`src/rtl/riscv_wb_buffer.sv`:
```
// Writeback buffer between the execute/load units and the register-file write port.
// Results enter through a valid/ready handshake. They drain in order, one per cycle,
// through a combinational write port driven by the head entry. Decode can look up
// rs1/rs2 against results that have not yet been written and receive forwarded data.
//
// Handshake: a transfer completes on a rising edge where i_in_valid && o_in_ready.
// o_in_ready is !full and does not depend on i_in_valid. A completed transfer whose
// i_in_rd is x0 is accepted and dropped, because x0 is never written.
module riscv_wb_buffer #(
    parameter int DEPTH = 4,
    parameter int XLEN  = 32,
    localparam int PW   = (DEPTH > 1) ? $clog2(DEPTH) : 1,
    localparam int CW   = $clog2(DEPTH + 1)
) (
    input  logic            i_clk,
    input  logic            i_rst_n,
    input  logic            i_in_valid,
    output logic            o_in_ready,
    input  logic [4:0]      i_in_rd,
    input  logic [XLEN-1:0] i_in_data,
    output logic            o_reg_write_en,
    output logic [4:0]      o_rd,
    output logic [XLEN-1:0] o_data_to_reg,
    input  logic [4:0]      i_rs1,
    input  logic [4:0]      i_rs2,
    output logic            o_rs1_pending,
    output logic            o_rs2_pending,
    output logic [XLEN-1:0] o_rs1_fwd_data,
    output logic [XLEN-1:0] o_rs2_fwd_data,
    output logic [CW-1:0]   o_count,
    output logic            o_empty,
    output logic            o_full
);

    logic [4:0]      r_mem_rd   [DEPTH];
    logic [XLEN-1:0] r_mem_data [DEPTH];
    logic [PW-1:0]   r_rd_ptr;
    logic [PW-1:0]   r_wr_ptr;
    logic [CW-1:0]   r_count;

    logic            w_empty;
    logic            w_full;
    logic            w_push;
    logic            w_pop;

    // The count register is the only source of full/empty; pointers just wrap.
    assign w_empty = (r_count == '0);
    assign w_full  = (r_count == CW'(DEPTH));

    // The x0 destination completes the handshake but never occupies a slot.
    assign w_push  = i_in_valid && !w_full && (i_in_rd != 5'd0);
    // The head is written at the falling edge and leaves at the next rising edge.
    assign w_pop   = !w_empty;

    assign o_in_ready = !w_full;
    assign o_count    = r_count;
    assign o_empty    = w_empty;
    assign o_full     = w_full;

    // Write port is a straight view of the head entry, zeroed when nothing is buffered.
    always_comb begin
        o_reg_write_en = 1'b0;
        o_rd           = 5'd0;
        o_data_to_reg  = '0;
        if (!w_empty) begin
            o_reg_write_en = 1'b1;
            o_rd           = r_mem_rd[r_rd_ptr];
            o_data_to_reg  = r_mem_data[r_rd_ptr];
        end
    end

    // Pointer and occupancy update; reset drops every buffered entry.
    always_ff @(posedge i_clk or negedge i_rst_n) begin
        if (!i_rst_n) begin
            r_rd_ptr <= '0;
            r_wr_ptr <= '0;
            r_count  <= '0;
        end else begin
            if (w_push) begin
                r_wr_ptr <= r_wr_ptr + PW'(1);
            end
            if (w_pop) begin
                r_rd_ptr <= r_rd_ptr + PW'(1);
            end
            case ({w_push, w_pop})
                2'b10:   r_count <= r_count + CW'(1);
                2'b01:   r_count <= r_count - CW'(1);
                default: r_count <= r_count;
            endcase
        end
    end

    // Entry storage; only the slot at the write pointer changes on a push.
    always_ff @(posedge i_clk) begin
        if (w_push) begin
            r_mem_rd[r_wr_ptr]   <= i_in_rd;
            r_mem_data[r_wr_ptr] <= i_in_data;
        end
    end

    // Source lookup walks oldest to youngest so the youngest match is the one that sticks.
    // The head is still visible in the cycle it is being written.
    always_comb begin
        logic [PW-1:0] w_idx;
        o_rs1_pending  = 1'b0;
        o_rs2_pending  = 1'b0;
        o_rs1_fwd_data = '0;
        o_rs2_fwd_data = '0;
        w_idx          = '0;
        for (int i = 0; i < DEPTH; i++) begin
            w_idx = r_rd_ptr + PW'(i);
            if (CW'(i) < r_count) begin
                if ((i_rs1 != 5'd0) && (r_mem_rd[w_idx] == i_rs1)) begin
                    o_rs1_pending  = 1'b1;
                    o_rs1_fwd_data = r_mem_data[w_idx];
                end
                if ((i_rs2 != 5'd0) && (r_mem_rd[w_idx] == i_rs2)) begin
                    o_rs2_pending  = 1'b1;
                    o_rs2_fwd_data = r_mem_data[w_idx];
                end
            end
        end
    end

endmodule
```
`config.mk`:
```
export PLATFORM = sky130hd
export DESIGN_NAME = riscv_wb_buffer
export DESIGN_NICKNAME = d
export VERILOG_FILES = /design/src/rtl/riscv_wb_buffer.sv
export SDC_FILE = /design/constraint.sdc
export NUM_CORES = 1
export LEC_CHECK = 0
export CORE_ASPECT_RATIO = 0.8
export CORE_MARGIN = 2
export CORE_UTILIZATION = 40
export CTS_CLUSTER_DIAMETER = 30
export DETAILED_ROUTE_END_ITERATION = 10
export PLACE_DENSITY = 0.61
export SYNTH_ARGS = -nofsm -noshare
export SYNTH_HDL_FRONTEND = slang
export SYNTH_SLANG_ARGS = --single-unit
export TNS_END_PERCENT = 1
```
`constraint.sdc`:
```
create_clock -name i_clk -period 3.6 [get_ports i_clk]
set_clock_uncertainty 0.05 [all_clocks]
set_input_delay 0.72 -clock i_clk [delete_from_list [all_inputs] [get_ports i_clk]]
set_output_delay 0.72 -clock i_clk [all_outputs]
set_load 0.005 [all_outputs]
```
======== Word-level counts from Yosys, hierarchy flattened ========
Memory sizes are Yosys's and may differ from the RTL's.
Cells that the tools add are included.
word-level totals
  bits in latches ......................... 0
  memories kept ........................... 2
  bits in registers ....................... 7
  word-level logic and storage cells ...... 81
  bits in writable memories ............... 148
  ROM bits ................................ 0
  input port bits ......................... 50
  output and inout bits ................... 110
memories
  name        words  bits a word  rd ports  clocked after memory_dff  write ports  line  source
  r_mem_data  4      32           4         0                         1            36    logic [XLEN-1:0] r_mem_data [DEPTH];
  r_mem_rd    4      5            4         0                         1            35    logic [4:0] r_mem_rd [DEPTH];
cells by class
  bitwise operators ....................... 0
  reduce and logical (&&, ||, !) cells .... 17
  magnitude comparators ................... 4
  muxes and demuxes ....................... 38
  multipliers ............................. 0
  div/mod/pow operators ................... 0
  shifts and indexed selects .............. 0
  $add $sub $neg .......................... 6
  equality and inequality tests ........... 11
operators by type and width
  cell                   number
  $mux W32               17
  $eq A5 B5 Y1           8
  $mux W1                19
  $reduce_bool A5 Y1     3
  $logic_and A1 B1 Y1    10
  $lt A1 B3 Y1 const A   2
  $lt A2 B3 Y1 const A   2
  $pmux W3 S2            1
  $mux W5                1
  $add A2 B1 Y2 const B  2
  $add A2 B2 Y2 const B  2
  $add A3 B1 Y3 const B  1
  $eq A3 B3 Y1 const B   1
  $logic_not A3 Y1       1
  $sub A3 B1 Y3 const B  1
  $eq A2 B1 Y1 const B   1
  $eq A2 B2 Y1 const B   1
  $logic_not A1 Y1       2
  $reduce_bool A2 Y1     1

======== Longest topological paths before layout ========
An unclocked memory read counts as a cell.
  depth after elaboration ................. 11
  mapped depth ............................ 11
  mapped depth without buffers ............ 9

======== Least setup slack after synthesis ========
No wires, ideal clock.
  kind .................................... input to output
  start point ............................. input i_rs1[2]
  end point ............................... output o_rs1_fwd_data[29]
  arrival ................................. 2.612 ns
  slack ................................... 0.218 ns
  data required time ...................... 2.830 ns
  stages on the path ...................... 8
  path buffers ............................ 2
  cell sequence ........................... clkbuf_1 > or4_1 > nor2_2 > nand3b_1 > nor2_4 > buf_2 > a2111oi_0 > a211oi_2
on the way
  cells in the longest elaborated chain, start to end .. 10
  elaborated cells on any way between the ends .. 17
  classes of those cells .................. eq/ne (4); mux (8); reduce/logical (5)
RTL lines
  element                                             line  source
  from (decl)                                         24    input logic [4:0] i_rs1,
  $eq A5 B5 Y1 or $reduce_bool A5 Y1 (tied branches)  113   if ((i_rs1 != 5'd0) && (r_mem_rd[w_idx] == i_rs1)) begin
  $logic_and A1 B1 Y1                                 113
  $mux W32                                            113
  $mux W32                                            112   if (CW'(i) < r_count) begin
  $mux W32                                            113
  $mux W32                                            112
  $mux W32                                            113
  $mux W32                                            112
  $mux W32                                            113
  $mux W32 (*)                                        112
  to (decl)                                           28    output logic [XLEN-1:0] o_rs1_fwd_data,
Every way passes the cells marked *; elsewhere a longest branch is shown, timed or not.

======== Worst setup path in the final report ========
  start point ............................. register r_rd_ptr[0]
  end point ............................... output o_rs1_fwd_data[16]
on the way
  cells in the longest elaborated chain, start to end .. 11
  elaborated cells on any way between the ends .. 21
  classes of those cells .................. add/sub (3); eq/ne (4); mux (8); reduce/logical (4); memory (2)
RTL lines
  element                                                 line  source
  from (decl)                                             37    logic [PW-1:0] r_rd_ptr;
  from (signal assigned)                                  83    r_rd_ptr <= r_rd_ptr + PW'(1);
  branches (longest 10 deep; another with $mem_v2 Z4 W5)  -
  $mux W32 (*)                                            112
Every way passes the cells marked *.

==> flow_summary.yaml <==
cells_and_area:
  fin_area_sq_um: 16200
  nets: 1446
  post_route_cells_drive_above_1_share_pct: 36.1
  syn_to_final_growth_pct: 41.8
  layout.cells.non_filler: 1769
  antenna_cells: 0
route:
  wire_per_inst_um: 20.6
  number_of_design_rule_violations_left_after_detail_routing: 0
  detail_route.vias_per_cell: 5.73
  route.vias.total: 10100
  detail_route.iter0.violations: 623
  antenna_left: 0
  drt-total-wl_mm: 36.5
  detailedRoute.firstPassIterationCount: 5
power_and_ir_drop:
  vdd_drop_max_mv: 0.552
  power_density_nw_per_um2: 852
  fraction_of_power_consumed_by_combinational_cells_pct: 69.0
  p_int_w: 0.00807
  power_frac_clock_pct: 12.4
  p_sw_w: 0.00574
  power.switching_fraction_pct: 41.6
  power.leakage_nw: 6.64
  share_seq_of_total_power_pct: 18.6
cts:
  clock_sinks: 155
  clk_root_buf: "sky130_fd_sc_hd__clkbuf_16"
  cts_htree_levels: 4
  cts_inserted_buffers: 17
  tritoncts: "yes"
  worst_setup_hold_path_clk_slew_ps: 70
  cts.path.max_buffers: 2
  clock_latency_on_the_worst_skew_pair_ps: 420
hold_path:
  worst_hold_path_type: "input port to async pin"
die:
  die_h_um: 155
  die_width_um: 193
  num_io_pins: 160
  initial_core_util_pct: 40.5
  coreArea_sq_um: 28200
  dieArea_sq_um: 29900
  floorplan.rows: 55
timing:
  final_count_of_hold_timing_violations: 0
  max_clock_freq_mhz: 231
  timing.final.setup_violations: 89
  rsz0062_at_grt: "yes"
  worst_slew_margin_rel_pct: 45.6
  worstMarginPinSlew_ps: 816
  postLayoutSetupSlackWorst_ps: -723
  period_needed_ps: 4320
  timing.hold.ws_ps: 522
  finalCritPeriodShare_pct: 120
  report.final.slew_viol_count: 0
global_routing:
  groute.layer.met1.usage_pct: 32.1
  grt_first_pass_wirelength_mm: 54.0
  antenna_violations_before_repair: 1
  met2_usage_pct: 38.2
  maximum_number_of_pins_on_one_net_before_global_route_repair: 101
  global_route.peak_usage_layer: "met2"
  met3_usage_pct: 4.49
  first_global_vias: 9872
  overall_track_demand_over_capacity_in_global_routing_pct: 23.4
  gr-total-overflow: 0
logic_synthesis:
  synth_cells: 1080
  synth_enable_flop_cells: 148
  synth-seq-cells: 155
  area_of_the_mapped_netlist_sq_um: 11400
  synth_top_area_share_pct: 38.9
  postSynth.topFlopCell: "sky130_fd_sc_hd__edfxtp_1"
  synth_top_cells_by_area: "sky130_fd_sc_hd__edfxtp_1 39%, sky130_fd_sc_hd__mux2i_1 12%, sky130_fd_sc_hd__mux2_2 6.6%"
  async_s_r_ff_share_synth_pct: 4.52
  yosys_warnings: 0
  total_nets_after_synthesis: 1139
  synthDistinctLibCells: 65
  largest_area_contributor_in_the_synthesized_netlist: "sky130_fd_sc_hd__edfxtp_1"
  avgSynthCellArea_sq_um: 10.6
  synth_sequential_area_ratio_pct: 40.4
placed_design:
  place_congestion: 0.857
  dp_slack_ps: -776
  dp_hpwl_mm: 23.5
  dp.cells: 1695
  buffer_ports.inserted: 159
  detailed_place.area_sq_um: 14700
outcome:
  violations: "setup timing"
  outcome: "finished with violations"
critical_path:
  cp_data_required_time_ps: 2830
  critical-path-max-stage-delay_ps: 490
  slowest_stage: "sky130_fd_sc_hd__dfrtp_4"
  critical_path.cell_chain: "buf_12 > mux4_2 > xor2_2 > a2111oi_2 > buf_4 > nand4_4 > buf_6 > clkbuf_16 > buf_12 > buf_6 > nor3_4 > a2111oi_2 > a211oi_2 > buf_2"
  worstSetupEndpointType: "output pin"
  path_max_fanout: 7
  worstSetupStartpointType: "flip-flop"
  crit_type: "flip-flop to output pin"
  cp_data_arrival_time_ps: 3550
flow_run:
  max_cap_viol_count: 0
[repair_timing]
action | in CTS | in global routing
gates resized for setup | 143 | 157
gates cloned | 2 | 3
setup endpoints to repair | 96 | 97
hold endpoints to repair | 0 | 0
hold buffers | 0 | 0
pin swaps | 48 | 64
setup buffers | 11 | 28
[critical path: cells and delay by family (launching register included)]
family                 cells  cell delay, ps
buffers and inverters      7            1060
multiplexers               1             490
flip-flops                 1             490
AND/OR/NAND/NOR            2             240
XOR/XNOR                   1             200
AO/OA/AOI/OAI              3             630
[registers in the layout (all words and copies together) (netlist names)]
signal      count
r_mem_data    128
r_mem_rd       20
r_rd_ptr        2
o_count         3
r_wr_ptr        2
[worst paths after layout]
check / start / end / slack (ps) / cells past startpoint
setup / recovery: r_rd_ptr[0] / o_rs1_fwd_data[16] / -720 / 14
hold / removal: i_rst_n / r_wr_ptr[1] / 520 / 1
setup reg to reg: o_count[0] / r_mem_data[1][22] / 1080 / 7
hold reg to reg: r_wr_ptr[0] / r_wr_ptr[0] / 590 / 2
max in group asynchronous: i_rst_n / r_rd_ptr[1] / 2680 / 1
min in group i_clk: r_wr_ptr[0] / r_wr_ptr[0] / 590 / 2
[cells in the mapped netlist, types with 11 or more instances]
cell type                   count
sky130_fd_sc_hd__o22ai_1       31
sky130_fd_sc_hd__nor3_2        28
sky130_fd_sc_hd__mux2i_1      139
sky130_fd_sc_hd__mux2_2        67
sky130_fd_sc_hd__nand2_1       83
sky130_fd_sc_hd__nor3_1        69
sky130_fd_sc_hd__buf_1         12
sky130_fd_sc_hd__nor2_1        74
sky130_fd_sc_hd__clkbuf_1      45
sky130_fd_sc_hd__nand2b_1      31
sky130_fd_sc_hd__buf_2         26
sky130_fd_sc_hd__a211oi_1      60
sky130_fd_sc_hd__xnor2_1       27
sky130_fd_sc_hd__a2111oi_1     20
sky130_fd_sc_hd__a21oi_1       33
sky130_fd_sc_hd__o21ai_0       39
sky130_fd_sc_hd__xor2_1        16
sky130_fd_sc_hd__inv_1         11
sky130_fd_sc_hd__mux4_2        16
sky130_fd_sc_hd__edfxtp_1     148
[cell type report]
cell class / instances / area (sq um)
multi-input combinational: 808 / 6750
tap: 370 / 463
sequential: 155 / 4630
clock buffer: 17 / 425
inverter: 13 / 51.3
clock inverter: 14 / 128
fill: 2390 / 12000
timing repair buffer: 392 / 3760
[layer usage]
layer  share of wire, %  up-vias
li1                   -     4743
met1                 45     4922
met2                 46      424
met3                7.5       50
met4                1.8        2
met5              0.036        -
[cell usage in the layout, fill, tap and decap left out, drive strengths merged, types with 18 or more instances in the layout]
cell,n
buf,260
edfxtp,148
mux2i,139
nor3,97
clkdlybuf4s50,91
nand2,83
nor2,76
mux2,71
a211oi,62
o21ai,39
a21oi,33
nand2b,31
o22ai,31
a2111oi,31
xnor2,27
clkbuf,26
inv,21
dlymetal6s2s,18
[cell families (layout without fill, tap and decap cells)]
group / count (synthesis) / count (layout) / synth area share [%]
flops: 155 / 155 / 40.4
xor+xnor: 43 / 43 / 3.30
compound gates: 211 / 211 / 12.9
fa+ha+maj: 9 / 9 / 0.985
simple gates: 319 / 319 / 14.8
mux: 226 / 226 / 22.4
buf+inv: 117 / 436 / 5.18
[per-stage QoR]
| stage | util, % | total power, W | TNS (ps) |
|---|---|---|---|
| detailed placement | 52.0 | 0.0113 | -46120 |
| global placement | 52.0 | 0.0112 | -45770 |
| floorplan | - | 0.00745 | 0 |
| CTS | 55.0 | 0.0132 | -41680 |
| global route | 57.4 | 0.0146 | -51310 |
| finish | 57.4 | 0.0138 | -38630 |
[power groups by stage]
stage / registers, W / logic (W) / clock network (W)
2_1_floorplan: 0.00256 / 0.00489 / 0
3_3_place_gp: 0.00262 / 0.00857 / 0
3_5_place_dp: 0.00264 / 0.00867 / 0
4_1_cts: 0.00256 / 0.00889 / 0.00174
5_1_grt: 0.00261 / 0.0102 / 0.00181
6_report: 0.00257 / 0.00953 / 0.00171
No activity file was read; power rests on OpenSTA's default activity.
